[config.mk]
export PLATFORM = sky130hd
export DESIGN_NAME = riscv_zero_fetch
export DESIGN_NICKNAME = d
export VERILOG_FILES = /design/src/rtl/riscv_zero_fetch.sv
export SDC_FILE = /design/constraint.sdc
export NUM_CORES = 1
export LEC_CHECK = 0
export ABC_CLOCK_PERIOD_IN_PS = 9500
export CAP_MARGIN = 30
export CORE_ASPECT_RATIO = 0.9
export CORE_UTILIZATION = 45
export CTS_CLUSTER_SIZE = 16
export DETAILED_ROUTE_END_ITERATION = 8
export DONT_BUFFER_PORTS = 1
export PLACE_DENSITY = 0.66
export SLEW_MARGIN = 15
export SYNTH_ARGS = -nofsm -noshare
export SYNTH_HDL_FRONTEND = slang
export SYNTH_SLANG_ARGS = --single-unit
[constraint.sdc]
create_clock -name clk -period 9.5 [get_ports clk]
set_input_delay 2.375 -clock clk [delete_from_list [all_inputs] [get_ports clk]]
set_output_delay 2.375 -clock clk [all_outputs]
set_load 0.05 [all_outputs]
[src/rtl/riscv_zero_fetch.sv]
// Fetch stage: holds the fetch PC, issues single-outstanding imem reads and buffers words for decode.
// Optional macro FETCH_STALL_CNT_EN adds the fetch_stall_cycles counter output.
module riscv_zero_fetch #(
   parameter logic [63:0] RESET_PC   = 64'h0,
   parameter int unsigned FIFO_DEPTH = 2
) (
   input  logic        clk,
   input  logic        reset,
   output logic        imem_req,
   output logic [63:0] imem_addr,
   input  logic        imem_ack,
   input  logic [31:0] imem_rdata,
   input  logic        redirect,
   input  logic [63:0] redirect_pc,
   input  logic        stall,
`ifdef FETCH_STALL_CNT_EN
   output logic [31:0] fetch_stall_cycles,
`endif
   output logic        inst_valid,
   output logic [31:0] inst_data,
   output logic [63:0] pc_out
);
   localparam int unsigned PW = (FIFO_DEPTH > 1) ? $clog2(FIFO_DEPTH) : 1;
   localparam int unsigned CW = $clog2(FIFO_DEPTH + 1);
   localparam int unsigned OW = CW + 1;
   localparam logic [31:0] NOP = 32'h00000013;

   typedef enum logic [1:0] {IDLE, WAIT, DROP} state_t;

   typedef struct packed {
      logic [63:0] pc;
      logic [31:0] inst;
   } fetch_entry_t;

   state_t        state;
   logic [63:0]   fetch_pc;
   logic [63:0]   req_pc;
   fetch_entry_t  fifo_mem [FIFO_DEPTH];
   logic [PW-1:0] rd_ptr;
   logic [PW-1:0] wr_ptr;
   logic [CW-1:0] count;
   logic [OW-1:0] occ_after;
   logic          pop;
   logic          push;
   logic          issue;

   // Decode sees the registered FIFO head, or a NOP bubble when empty
   always_comb begin
      inst_valid = (count != '0);
      inst_data  = NOP;
      pc_out     = '0;
      if (count != '0) begin
         inst_data = fifo_mem[rd_ptr].inst;
         pc_out    = fifo_mem[rd_ptr].pc;
      end
   end

   // An ack in WAIT frees the port, so the next read may issue in the same cycle
   always_comb begin
      pop       = inst_valid && !stall && !redirect;
      push      = (state == WAIT) && imem_ack && !redirect;
      occ_after = OW'(count) + OW'(1) - OW'(pop);
      issue     = 1'b0;
      if (!reset && !redirect) begin
         if (state == IDLE && count < CW'(FIFO_DEPTH))
            issue = 1'b1;
         else if (push && occ_after < OW'(FIFO_DEPTH))
            issue = 1'b1;
      end
   end

   assign imem_req  = issue;
   assign imem_addr = fetch_pc;

   always_ff @(posedge clk or posedge reset) begin
      if (reset) begin
         state    <= IDLE;
         fetch_pc <= RESET_PC;
         req_pc   <= RESET_PC;
         rd_ptr   <= '0;
         wr_ptr   <= '0;
         count    <= '0;
      end else begin
         case (state)
            IDLE: if (issue) state <= WAIT;
            WAIT: begin
               if (redirect)
                  state <= imem_ack ? IDLE : DROP;
               else if (imem_ack && !issue)
                  state <= IDLE;
            end
            // An ack here retires the abandoned read, even alongside a redirect
            DROP: if (imem_ack) state <= IDLE;
            default: state <= IDLE;
         endcase

         if (redirect) begin
            fetch_pc <= redirect_pc & ~64'h3;
            rd_ptr   <= '0;
            wr_ptr   <= '0;
            count    <= '0;
         end else begin
            if (issue) begin
               fetch_pc <= fetch_pc + 64'd4;
               req_pc   <= fetch_pc;
            end
            if (push) wr_ptr <= wr_ptr + PW'(1);
            if (pop)  rd_ptr <= rd_ptr + PW'(1);
            count <= count + CW'(push) - CW'(pop);
         end
      end
   end

   // Payload storage needs no reset; count gates visibility
   always_ff @(posedge clk) begin
      if (push) fifo_mem[wr_ptr] <= '{pc: req_pc, inst: imem_rdata};
   end

`ifdef FETCH_STALL_CNT_EN
   always_ff @(posedge clk or posedge reset) begin
      if (reset)
         fetch_stall_cycles <= '0;
      else if (inst_valid && stall && fetch_stall_cycles != 32'hFFFFFFFF)
         fetch_stall_cycles <= fetch_stall_cycles + 32'd1;
   end
`endif

endmodule

==> results of run 1 <==
-- path summary, 6_finish.rpt --
| kind | to | slack, ns |
|---|---|---|
| hold / removal | fifo_mem[1][61] | 0.46 |
| setup / recovery | imem_req | 3.59 |
| hold reg to reg | fifo_mem[1][61] | 0.46 |
| max in group asynchronous | rd_ptr | 6.33 |
| min in group asynchronous | state[0] | 1.84 |
| setup reg to reg | imem_addr[45] | 5.98 |
-- Yosys cell counts (all sizes together), types with 6 or more instances --
library cell	number	area share [%]
xnor2	9	0.57
or4	16	0.87
nand2	247	6.7
nand3	35	1.4
nor3	10	0.36
edfxtp	188	41
o21ai	33	1.2
clkbuf	43	1.2
nand4	39	2.0
and2	6	0.27
and3	9	0.41
and4	11	0.70
a21oi	10	0.36
mux2i	97	7.0
buf	28	1.0
o311ai	21	1.3
o21bai	6	0.33
nor4	14	0.89
nor2	121	3.3
a31oi	8	0.36
dfrtp	130	23
or3	10	0.49
o211ai	15	0.81
inv	18	0.49
-- registers in the layout, indices dropped and copies added, names as in the netlist --
signal     cells
count          2
fifo_mem     188
imem_addr     62
rd_ptr         1
req_pc        62
state          2
wr_ptr         1
-- power breakdown --
group | internal (mW) | switching (mW) | leakage (nW)
Sequential | 1.60 | 0.227 | 3.31
Combinational | 0.102 | 0.291 | 1.78
Clock | 0.743 | 0.536 | 0.529
Total | 2.45 | 1.05 | 5.62
-- layer usage --
layer  share of wire (%)  routed length [µm]  track usage [%]  up-vias
met5               0.034                  12                0        -
met4                 2.4                 862             7.34        2
met3                  11                3930             8.78       65
met2                  45               16000             34.0      414
met1                  42               14800             29.1     4564
li1                    -                   -                -     4295
-- area by class of cell --
class | count | area share, %
sequential | 318 | 57.9
multi-input combinational | 777 | 29.9
clock buffer | 46 | 6.22
tap | 403 | 3.28
timing repair buffer | 18 | 1.35
clock inverter | 17 | 0.862
inverter | 18 | 0.480
antenna | 2 | 0.0325
-- cells by family after synthesis --
family | Yosys count | share of synthesized area, %
muxes | 97 | 7.01
AOI/OAI and AO/OA | 129 | 6.81
xor gates and xnor gates | 12 | 0.759
DFF | 318 | 64.3
other | 1 | 0.0271
buffers and inverters | 89 | 2.71
and+or+nand+nor | 532 | 18.1
adders and majority gates | 3 | 0.271
-- worst max-delay path: stages --
cell,delay [ns]
a21bo_2,0.25
a2111o_2,0.50
clkinv_2,0.39
-- metrics by stage --
step	power, mW	utilization [%]	std cells	worst slack (ns)
finish	3.50	51.1	1599	3.59
global route	3.63	51.1	1598	3.57
CTS	3.53	50.9	1595	3.59
detailed placement	2.25	47.3	1532	3.59
global placement	2.23	47.1	1529	3.61
floorplan	2.14	-	1184	1.75
==> impl_metrics.csv, run 1 <==
group,metric,value,unit
place,dpl_cell_area,14200,µm²
grt,grt_usage,22.3,%
clock_tree,cts_resized,0,
setup_path,r2r_cells,5,
setup_path,crit_path_start_kind,"input port",
pwr,leakage,5.62,nW
timing,final.setup.tns,0,ns
job,drv.max_cap_violation_count,0,
grt,grt-ovfl-total,0,
timing,setup_viol,0,
cells_and_area,fin_area,15400,µm²
place,port_buffers,0,
setup_path,critical_path.endpoint_type,"output pin",
place,dp.final_hpwl,23000,µm
cells_and_area,synthToLayoutAreaGrowth,11.2,%
floorplan,core_area,30100,µm²
timing,fin_worst_skew,0.0133,ns
timing,period_share,62.2,%
timing,fin_crit,5.91,ns
cells_and_area,multi_input_area,4610,µm²
synth,synth_cell_types,68,
floorplan,io_pins,263,
synth,ys_seq_area_share,64.3,%
clock_tree,insertion_delay,0.51,ns
status,status,"finished clean",
hold_path,hp-start,"req_pc[29]",
hold_path,hold_depth,0,
hold_path,min-delay-path-class,"reg2reg",
cells_and_area,drive_gt1_share,7.79,%
drt,firstDrtPassIters,5,
setup_path,cp-startpoint,"imem_ack",
timing,relSlewSlack,32.1,%
setup_path,worstReg2RegStart,"imem_addr[7]",
clock_tree,post_cts_buffers,0,
cells_and_area,num-fill-cells,2651,
synth,yosys_most_used_dff,"edfxtp_1",
clock_tree,hold_buffers,0,
timing,fmax,169,MHz
drt,drc,0,
floorplan,dieWidth,187,µm
grt,grt_first_pass_wirelength,53800,µm
clock_tree,htreeDepth,2,
drt,avgViaCountPerCell,5.84,
timing,tightest_slew,1.02,ns
grt,grt_start_max_net_pins,83,
cells_and_area,nNetsFinal,1272,
grt,grt_pass1_vias,9000,
timing,rsz0062_at_grt,"false",
place,place.gp.congestion,0.803,
clock_tree,cts.sinks,318,
floorplan,row_count,60,
synth,avgSynthCellArea,11.7,µm²
floorplan,start_util,46.0,%
synth,yosys_warnings,0,
cells_and_area,most-common-layout-cells,"247 x nand2_1, 188 x edfxtp_1, 129 x dfrtp_1",
synth,synth-edff-count,188,
setup_path,crit_type,"in2out",
synth,synth_cells,1181,
cells_and_area,layout.area.seq,8900,µm²
setup_path,timing.critical_path.required,7.13,ns
pwr,peakVddDrop,0.197,mV
synth,ys_async_sr_fraction,40.9,%
drt,drtIter0Drc,719,
drt,ant_nets,0,
timing,finalHoldViolations,0,
drt,wl_per_cell,22.3,µm
synth,netlist_area,13800,µm²
clock_tree,cts-buffers-inserted,35,
grt,antenna_found_initial,3,
floorplan,die_h,168,µm
drt,vias,9340,
drt,wl,35700,µm
clock_tree,cts_root_buffer,"clkbuf_16",
timing,hold-worst-slack,0.462,ns
setup_path,critPathArrivalTime,3.54,ns
floorplan,die_area,31500,µm²
cells_and_area,final_common_cell,"nand2_1",
timing,maxSlewViolCount,0,
clock_tree,cts_tree,"built",
pwr,p_per_area,228,nW/µm²
synth,ys_seq_elements,318,
clock_tree,cts_max_path_buffers,3,
clock_tree,path_clk_slew,0.06,ns
setup_path,cp_max_fo,18,
(Power assumes the default switching activity.)
==> inputs of run 2 (changes only) <==
--- a/config.mk
+++ b/config.mk
@@ -5,7 +5,7 @@
 export SDC_FILE = /design/constraint.sdc
 export NUM_CORES = 1
 export LEC_CHECK = 0
-export ABC_CLOCK_PERIOD_IN_PS = 9500
+export ABC_CLOCK_PERIOD_IN_PS = 6200
 export CAP_MARGIN = 30
 export CORE_ASPECT_RATIO = 0.9
 export CORE_UTILIZATION = 45
==> constraint.sdc (replaced) <==
create_clock -name clk -period 6.2 [get_ports clk]
set_input_delay 1.55 -clock clk [delete_from_list [all_inputs] [get_ports clk]]
set_output_delay 1.55 -clock clk [all_outputs]
set_load 0.05 [all_outputs]
==> run 2 against run 1 <==
Effect of this change:
- die area is the same
- critical path type is now reg2out
- first-iteration DRC count grew 11%
- hold slack gained 0.0077 ns
- combinational power grew 49%
- final cell count shrank 0.13%
- clock power grew 73%
==> impl_metrics.csv, run 2 (same netlist as run 1, synthesis figures left out) <==
group,metric,value,unit
status,status,"finished clean",
timing,fin_worst_skew,0.0170,ns
setup_path,worstPathCellList,"buf_4 -> mux2i_1 -> nor2_1",
setup_path,crit_type,"reg2out",
setup_path,cp_num_buf_inv,1,
setup_path,crit_family,"simple AND/OR/NAND/NOR gates",
clock_tree,hold_buffers,0,
timing,period_share,72.7,%
drt,wl_per_cell,22.4,µm
floorplan,die_area,31500,µm²
grt,grt_first_pass_wirelength,54300,µm
setup_path,crit_path_max_incr_delay,0.79,ns
cells_and_area,fin_cells,1597,
pwr,power_frac_seq,50.1,%
hold_path,hp-start,"req_pc[38]",
place,post-place-cells,1531,
drt,ant_nets,0,
floorplan,dieWidth,187,µm
pwr,peakVddDrop,0.280,mV
pwr,leakage,5.66,nW
setup_path,critical_path.endpoint_type,"output pin",
setup_path,r2r_end,"imem_addr[45]",
grt,antenna_found_initial,3,
clock_tree,post_cts_buffers,0,
setup_path,worstReg2RegStart,"imem_addr[4]",
cells_and_area,largest_register_ff_count,188,
drt,avgViaCountPerCell,5.87,
cells_and_area,nNetsFinal,1270,
setup_path,crit_path_start_kind,"register",
cells_and_area,multi_input_area,4610,µm²
clock_tree,cts_max_path_buffers,3,
pwr,power_frac_clock,39.5,%
grt,grt_usage,22.6,%
pwr,p_per_area,363,nW/µm²
hold_path,hold_depth,0,
clock_tree,cts_tree,"built",
timing,setup_viol,0,
timing,rsz0062_at_grt,"false",
setup_path,crit_slowest_cell,"nor2_1",
floorplan,io_pins,263,
floorplan,row_count,60,
pwr,p_int,4.01,mW
drt,wl,35700,µm
clock_tree,cts.sinks,318,
pwr,power_frac_comb,10.4,%
setup_path,r2r_setup_slack,2.61,ns
floorplan,start_util,46.0,%
timing,relSlewSlack,31.1,%
timing,tightest_slew,1.03,ns
cells_and_area,regMostFlops,"fifo_mem",
grt,grt_pass1_vias,9125,
setup_path,r2r_cells,5,
clock_tree,cts_resized,0,
clock_tree,path_clk_slew,0.06,ns
cells_and_area,layout.area.seq,8900,µm²
pwr,switching_share,28.7,%
clock_tree,cts-buffers-inserted,36,
cells_and_area,num-fill-cells,2651,
cells_and_area,drive_gt1_share,7.47,%
cells_and_area,most-common-layout-cells,"247 x nand2_1, 188 x edfxtp_1, 129 x dfrtp_1",
drt,firstDrtPassIters,5,
setup_path,critPathArrivalTime,2.96,ns
drt,drtIter0Drc,798,
cells_and_area,final_common_cell,"nand2_1",
floorplan,die_h,168,µm
drt,drc,0,
place,port_buffers,0,
timing,fmax,222,MHz
timing,finalHoldViolations,0,
clock_tree,insertion_delay,0.51,ns
place,dp.final_hpwl,23400,µm
job,drv.max_cap_violation_count,0,
floorplan,core_area,30100,µm²
place,place.gp.congestion,0.806,
grt,grt-ovfl-total,0,
clock_tree,cts_root_buffer,"clkbuf_16",
pwr,switching_power,1.61,mW
cells_and_area,synthToLayoutAreaGrowth,11.9,%
grt,grt_start_max_net_pins,83,
timing,fin_crit,4.51,ns
drt,vias,9370,
clock_tree,htreeDepth,2,
setup_path,timing.critical_path.required,4.65,ns
timing,hold-worst-slack,0.470,ns
hold_path,hold_path_end,"fifo_mem[0][70]",
hold_path,min-delay-path-class,"reg2reg",
setup_path,cp_max_fo,46,
timing,maxSlewViolCount,0,
==> run 2: cell count changes in the layout (fill, tap and decap cells not counted), moves of 2 or more <==
cell and delta:
buf_4 -3, clkbuf_16 +2, clkbuf_1 +2, clkinv_2 -3
inv_6 -4, bufinv_16 +5, buf_12 +3, buf_16 -3
==> run 2: stage by stage <==
stage                     util [%]  total power [mW]  worst slack, ns  cell area [µm²]  setup TNS (ns)
after detailed placement      47.3              3.44             1.93            14200               0
after floorplan                  -              3.28           -0.725            13900         -136.34
after global placement        47.2              3.42             1.96            14200               0
final                         51.5              5.62             1.69            15500               0
after global routing          51.5              5.82             1.58            15500               0
after CTS                     51.5              5.67             1.65            15500               0
==> run 2: metal layers <==
layer / part of all wire (%) / GRT usage, %
met1: 41 / 30.0
met5: 0 / 0
met3: 11 / 7.94
met2: 45 / 34.8
met4: 2.7 / 7.48
==> run 2: power by group through the flow <==
stage	registers, mW	logic (mW)	clock network [mW]
6_report	2.81	0.585	2.22
5_1_grt	2.84	0.639	2.34
4_1_cts	2.81	0.592	2.26
3_5_place_dp	2.85	0.591	0
3_3_place_gp	2.84	0.578	0
2_1_floorplan	2.77	0.515	0
==> run 2: final cells by class <==
cell class / instances / area share, %
diodes: 2 / 0.0323
repair buffers: 15 / 1.05
well taps: 403 / 3.25
multi-input cells: 777 / 29.7
inverters: 18 / 0.476
flip-flops and latches: 318 / 57.4
clock buffers: 51 / 6.64
clock inverters: 13 / 1.40
==> run 2: how the worst max path moves through the flow <==
stage               startpoint             end  slack [ns]  cells after the start
detailed placement    imem_ack        imem_req        1.93                      3
global route            rd_ptr       pc_out[2]        1.58                      3
global placement      imem_ack        imem_req        1.96                      3
finish                  rd_ptr       pc_out[2]        1.69                      3
floorplan             redirect  fifo_mem[0][0]       -0.73                      6
CTS                     rd_ptr       pc_out[2]        1.65                      3
